## src/rtl/mdu_iter.sv

```systemverilog
// Iterative RV32M multiply/divide unit: radix-2 shift-add multiply and restoring divide over XLEN cycles.
// Define MDU_FAST_MUL_EN for a single-cycle multiplier; divides remain iterative either way.
module mdu_iter #(
  parameter  int XLEN  = 32,
  localparam int CNT_W = $clog2(XLEN+1)
) (
  input  logic            i_clk,
  input  logic            i_rst,
  input  logic            i_valid,
  output logic            o_ready,
  input  logic [2:0]      i_op,
  input  logic [XLEN-1:0] i_operand_a,
  input  logic [XLEN-1:0] i_operand_b,
  input  logic            i_kill,
  output logic            o_valid,
  input  logic            i_ready,
  output logic [XLEN-1:0] o_alu_data,
  output logic            o_busy
);

  typedef enum logic [1:0] {S_IDLE, S_BUSY, S_DONE} state_t;

  localparam logic [2:0] OP_MUL = 3'b000, OP_MULH = 3'b001, OP_MULHSU = 3'b010,
                         OP_DIV = 3'b100, OP_REM  = 3'b110;

  state_t            state_q, state_d;
  logic [CNT_W-1:0]  cnt_q, cnt_d;
  logic [2:0]        op_q, op_d;
  logic              neg_q, neg_d;
  logic [XLEN-1:0]   hi_q, hi_d, lo_q, lo_d, b_q, b_d, res_q, res_d;

  // Operand decode at accept
  logic            a_sgn, b_sgn, a_neg, b_neg, is_div, div_zero, div_ovf;
  logic [XLEN-1:0] a_abs, b_abs, spec_res;

  assign is_div   = i_op[2];
  assign a_sgn    = (i_op == OP_MULH) || (i_op == OP_MULHSU) || (i_op == OP_DIV) || (i_op == OP_REM);
  assign b_sgn    = (i_op == OP_MULH) || (i_op == OP_DIV) || (i_op == OP_REM);
  assign a_neg    = a_sgn & i_operand_a[XLEN-1];
  assign b_neg    = b_sgn & i_operand_b[XLEN-1];
  assign a_abs    = a_neg ? -i_operand_a : i_operand_a;
  assign b_abs    = b_neg ? -i_operand_b : i_operand_b;
  assign div_zero = is_div && (i_operand_b == '0);
  assign div_ovf  = ((i_op == OP_DIV) || (i_op == OP_REM)) &&
                    (i_operand_a == {1'b1, {(XLEN-1){1'b0}}}) && (i_operand_b == '1);

  always_comb begin
    spec_res = '0;
    if (div_zero)     spec_res = i_op[1] ? i_operand_a : '1;
    else if (div_ovf) spec_res = i_op[1] ? '0 : i_operand_a;
  end

`ifdef MDU_FAST_MUL_EN
  logic [2*XLEN-1:0] fm_a, fm_b, fm_prod;
  logic [XLEN-1:0]   fm_res;
  // Sign-extended 2*XLEN multiply yields the exact signed/unsigned product modulo 2^(2*XLEN)
  assign fm_a    = {{XLEN{a_neg}}, i_operand_a};
  assign fm_b    = {{XLEN{b_neg}}, i_operand_b};
  assign fm_prod = fm_a * fm_b;
  assign fm_res  = (i_op == OP_MUL) ? fm_prod[XLEN-1:0] : fm_prod[2*XLEN-1:XLEN];
`endif

  // One radix-2 step; {hi,lo} holds partial product, or remainder:quotient
  logic [XLEN:0]     msum, dshl, dtrial;
  logic              dok;
  logic [XLEN-1:0]   it_hi, it_lo, mhi, mlo, dhi, dlo;
  logic [2*XLEN-1:0] prod, prod_s;
  logic [XLEN-1:0]   fin_res;

  assign msum   = {1'b0, hi_q} + ({1'b0, b_q} & {(XLEN+1){lo_q[0]}});
  assign mhi    = msum[XLEN:1];
  assign mlo    = {msum[0], lo_q[XLEN-1:1]};
  assign dshl   = {hi_q, lo_q[XLEN-1]};
  assign dtrial = dshl - {1'b0, b_q};
  assign dok    = ~dtrial[XLEN];
  assign dhi    = dok ? dtrial[XLEN-1:0] : dshl[XLEN-1:0];
  assign dlo    = {lo_q[XLEN-2:0], dok};
  assign it_hi  = op_q[2] ? dhi : mhi;
  assign it_lo  = op_q[2] ? dlo : mlo;
  assign prod   = {it_hi, it_lo};
  assign prod_s = neg_q ? -prod : prod;

  always_comb begin
    fin_res = '0;
    case (op_q)
      OP_MUL:                 fin_res = prod_s[XLEN-1:0];
      3'b001, 3'b010, 3'b011: fin_res = prod_s[2*XLEN-1:XLEN];
      3'b100, 3'b101:         fin_res = neg_q ? -it_lo : it_lo;
      default:                fin_res = neg_q ? -it_hi : it_hi;
    endcase
  end

  always_comb begin
    state_d = state_q;
    cnt_d   = cnt_q;
    op_d    = op_q;
    neg_d   = neg_q;
    hi_d    = hi_q;
    lo_d    = lo_q;
    b_d     = b_q;
    res_d   = res_q;
    case (state_q)
      S_IDLE: begin
        if (i_valid && !i_kill) begin
          op_d  = i_op;
          // Remainder follows the dividend; product and quotient follow the XOR of signs
          neg_d = (is_div && i_op[1]) ? a_neg : (a_neg ^ b_neg);
          hi_d  = '0;
          lo_d  = a_abs;
          b_d   = b_abs;
          cnt_d = CNT_W'(XLEN);
          if (div_zero || div_ovf) begin
            res_d   = spec_res;
            state_d = S_DONE;
          end
`ifdef MDU_FAST_MUL_EN
          else if (!is_div) begin
            res_d   = fm_res;
            state_d = S_DONE;
          end
`endif
          else begin
            state_d = S_BUSY;
          end
        end
      end
      S_BUSY: begin
        if (i_kill) begin
          state_d = S_IDLE;
        end else begin
          hi_d  = it_hi;
          lo_d  = it_lo;
          cnt_d = cnt_q - 1'b1;
          if (cnt_q == CNT_W'(1)) begin
            res_d   = fin_res;
            state_d = S_DONE;
          end
        end
      end
      S_DONE: begin
        if (i_kill || i_ready) state_d = S_IDLE;
      end
      default: state_d = S_IDLE;
    endcase
  end

  always_ff @(posedge i_clk or posedge i_rst) begin
    if (i_rst) begin
      state_q <= S_IDLE;
      cnt_q   <= '0;
      op_q    <= '0;
      neg_q   <= 1'b0;
      hi_q    <= '0;
      lo_q    <= '0;
      b_q     <= '0;
      res_q   <= '0;
    end else begin
      state_q <= state_d;
      cnt_q   <= cnt_d;
      op_q    <= op_d;
      neg_q   <= neg_d;
      hi_q    <= hi_d;
      lo_q    <= lo_d;
      b_q     <= b_d;
      res_q   <= res_d;
    end
  end

  assign o_ready    = (state_q == S_IDLE);
  assign o_valid    = (state_q == S_DONE);
  assign o_busy     = (state_q != S_IDLE);
  assign o_alu_data = res_q;

endmodule

```

## config.mk

```make
export PLATFORM = sky130hd
export DESIGN_NAME = mdu_iter
export DESIGN_NICKNAME = d
export VERILOG_FILES = /design/src/rtl/mdu_iter.sv
export SDC_FILE = /design/constraint.sdc
export NUM_CORES = 1
export LEC_CHECK = 0
export ABC_AREA = 1
export ABC_CLOCK_PERIOD_IN_PS = 5400
export CAP_MARGIN = 15
export CORE_ASPECT_RATIO = 1.25
export CORE_UTILIZATION = 63
export CTS_BUF_LIST = sky130_fd_sc_hd__clkbuf_8
export CTS_CLUSTER_SIZE = 40
export DETAILED_ROUTE_END_ITERATION = 10
export HOLD_SLACK_MARGIN = 0.05
export PLACE_DENSITY = 0.89
export SKIP_CTS_REPAIR_TIMING = 1
export SKIP_LAST_GASP = 1
export SLEW_MARGIN = 20
export SYNTH_ARGS = -nofsm -noshare
export SYNTH_HDL_FRONTEND = slang
export SYNTH_SLANG_ARGS = --single-unit
export TNS_END_PERCENT = 20
```

## constraint.sdc

```tcl
create_clock -name i_clk -period 5.4 [get_ports i_clk]
set_input_delay 0.81 -clock i_clk [delete_from_list [all_inputs] [get_ports i_clk]]
set_output_delay 0.81 -clock i_clk [all_outputs]
set_load 0.02 [all_outputs]
```

==> metrics.cfg <==
[critical_path]
cpPeakStageDelay_ns = 0.40
r2r_end = o_alu_data[28]$_DFFE_PP0P_
worst-path-max-fanout = 36
worstPathArrival_ns = 5.47
cp-endpoint = o_alu_data[28]$_DFFE_PP0P_
crit_required_ns = 5.84
end_kind = register
cpMostUsedCell = nand2_1
startpoint_type = register
r2r_cells = 36
criticalPathCategory = register to register
rrSetupSlack_ns = 0.37
crit_path_start = lo_q[31]$_DFFE_PP0P_
crit_path_top_delay_cell = fa_1
r2r-start = lo_q[31]$_DFFE_PP0P_

[global_route]
antenna_found_initial = 1
grt_pass1_vias = 19900
grt_pass1_wl_microns = 110000
grt_max_degree = 99
grt_util_all_layers_pct = 51.5
gr-total-overflow = 0

[clock_tree]
insertion_delay_ns = 0.52
cts_tree = built
clock_sink_count = 140
cts_buffers = 17
clk_pin_slew_worst_paths_ns = 0.09
htreeDepth = 4
cts_max_path_buffers = 2
clockRootBuffer = clkbuf_8

[synth]
netlist_instances = 3000
synth_nets = 3145
synthTopCellsByArea = dfrtp_1, nand2_1, inv_1
yosysUniqueCellTypes = 58
synth_edf_count = 0
synth_seq_area_share_pct = 20.1
synthDominantCellAreaShare_pct = 20.1
syn_area_per_cell_sq_um = 5.80
synth_largest_area_cell = dfrtp_1
netlist_area_sq_mm = 0.0174
synth-seq-cells = 140
ys.flop_type = dfrtp_1
yosysWarnings = 0
async_flop_share_pct = 100

[pwr]
powerDensity_mw_per_mm2 = 773
pwr-share-comb_pct = 79.0
ir_worst_vdd_uv = 401
p_total_w = 0.0147
p_sw_w = 0.00930
p_leak_nw = 9.88
swShare_pct = 63.1
p_clk_share_pct = 7.0
intPower_w = 0.00543
seqPwrFrac_pct = 14.0

[final_layout]
antennaDiodeCount = 0
drive_gt1_share_pct = 7.39
area_growth_pct = 9.62
design_area_sq_mm = 0.0191
nNetsFinal = 3202
finish.utilization_pct = 70.6

[detailed_routing]
wl_microns = 71200
routedWlPerCell_microns = 20.8
drtAntennaViolNets = 0
num_vias = 21200
vias_per_cell = 6.22
drc_errors = 2
drt-pass1-iter-count = 11
drt_iter0_markers = 2837

[placement]
place_ws_ns = 0.551
hpwl_microns = 55800
place_area_sq_mm = 0.0186
place_congestion = 1.17
numPortBuffers = 106

[sta]
fmax_ghz = 0.199
finalSetupViolCount = 0
rsz0062_at_grt = true
fin_crit_sh_pct = 93.1
finClkSkew_ns = 0.0209
layout_setup_ws_ns = 0.371
drv_slew = 0
slew_headroom_pct = 34.2
finalHoldViolations = 0
holdWs_ns = 0.494
worst_pin_slew_ns = 0.976
fin_crit_ns = 5.03

[die]
start_util_pct = 64.4
io_pins = 107
die_x_microns = 151
core_area_sq_mm = 0.0270
placementRows = 67
die-area_sq_mm = 0.0283
die_height_microns = 188

[status]
failed_checks = DRC
status = complete, but fails checks

[hold_path]
hold_path.class = register to register

[flow_run]
drv_cap = 0

critical path, delay by kind of cell, from the launching register on:
family,cells,cell delay [ns]
simple gates,28,3.25
fa+ha+maj,3,0.78
buf+inv,4,0.45
flops,1,0.37
compound gates,1,0.11
through the flow:
stage / std cells / TNS, ns
floorplan: 3000 / 0
finish: 3415 / 0
global route: 3415 / -0.0464
CTS: 3415 / 0
detailed placement: 3383 / 0
global placement: 3383 / 0
routing by layer:
metal  part of all wire (%)  up-vias  GRT usage, %
li1                       -     9747             -
met1                     33     9488          56.3
met2                     44     1533          79.8
met3                     11      456          12.4
met4                     13        2          51.4
met5                  0.014        -             0
flip-flops by register name, indices dropped and copies added (netlist names):
name,count
neg_q,1
state_q,2
op_q,3
hi_q,32
o_alu_data,32
lo_q,32
b_q,32
cnt_q,6
area by class of cell:
class / instances / area [sq um]
flip-flops and latches: 140 / 3510
fillers: 2436 / 7930
well taps: 345 / 432
clock buffers: 21 / 289
repair buffers: 132 / 1260
inverters: 464 / 1750
multi-input cells: 2302 / 11700
clock inverters: 11 / 155
worst min-delay path by stage:
stage	to	start	cells past startpoint	slack [ns]
3_5_place_dp	cnt_q[3]$_DFFE_PP0P_	cnt_q[3]$_DFFE_PP0P_	1	0.48
6_report	cnt_q[3]$_DFFE_PP0P_	cnt_q[3]$_DFFE_PP0P_	1	0.49
2_1_floorplan	cnt_q[3]$_DFFE_PP0P_	cnt_q[3]$_DFFE_PP0P_	1	0.45
4_1_cts	cnt_q[3]$_DFFE_PP0P_	cnt_q[3]$_DFFE_PP0P_	1	0.49
3_3_place_gp	cnt_q[3]$_DFFE_PP0P_	cnt_q[3]$_DFFE_PP0P_	1	0.47
5_1_grt	cnt_q[5]$_DFFE_PP0P_	cnt_q[5]$_DFFE_PP0P_	1	0.52
cells in the final DEF, fill, tap and decap left out, types with 18 or more instances in the layout:
cell / synthesis / final
nand2_2: 55 / 55
ha_1: 71 / 71
o22ai_1: 26 / 26
nor3_1: 31 / 30
nand4_1: 29 / 29
nand3_1: 255 / 255
o21ai_0: 209 / 208
inv_1: 442 / 441
o21ai_1: 24 / 25
a21oi_1: 198 / 198
buf_4: 4 / 26
clkbuf_8: 0 / 21
clkdlybuf4s50_1: 0 / 106
nand3b_1: 18 / 18
nand2_1: 820 / 820
xor2_1: 61 / 61
nor2_2: 23 / 25
dfrtp_1: 140 / 138
nor2_1: 330 / 327
power groups by stage:
stage	Combinational [W]	Clock (W)	Sequential (W)
4_1_cts	0.0111	0.00101	0.00203
5_1_grt	0.0125	0.00104	0.00210
3_3_place_gp	0.0109	0	0.00203
2_1_floorplan	0.00786	0	0.00195
6_report	0.0116	0.00103	0.00207
3_5_place_dp	0.0111	0	0.00204
logic make-up (layout without fill, tap and decap cells):
group	Yosys count	count (layout)	synth area share [%]
simple gates	1627	1627	41.3
buf+inv	558	628	12.8
compound gates	530	530	16.7
flops	140	140	20.1
fa+ha+maj	73	73	5.34
xor+xnor	72	72	3.63
synth_stat cells (12+ instances only):
| cell type | count |
|---|---|
| nand2_1 | 820 |
| o22ai_1 | 26 |
| xor2_1 | 61 |
| a21oi_1 | 198 |
| nand3b_1 | 18 |
| nor2_2 | 23 |
| nor2_1 | 330 |
| a31oi_1 | 12 |
| buf_2 | 19 |
| nand4_1 | 29 |
| nor3_1 | 31 |
| o21ai_1 | 24 |
| ha_1 | 71 |
| nand3_1 | 255 |
| inv_1 | 442 |
| nand2_2 | 55 |
| nand3_2 | 15 |
| clkbuf_1 | 58 |
| o21ai_0 | 209 |
| dfrtp_1 | 140 |
| inv_2 | 16 |
No activity file was read; power rests on OpenSTA's default activity.
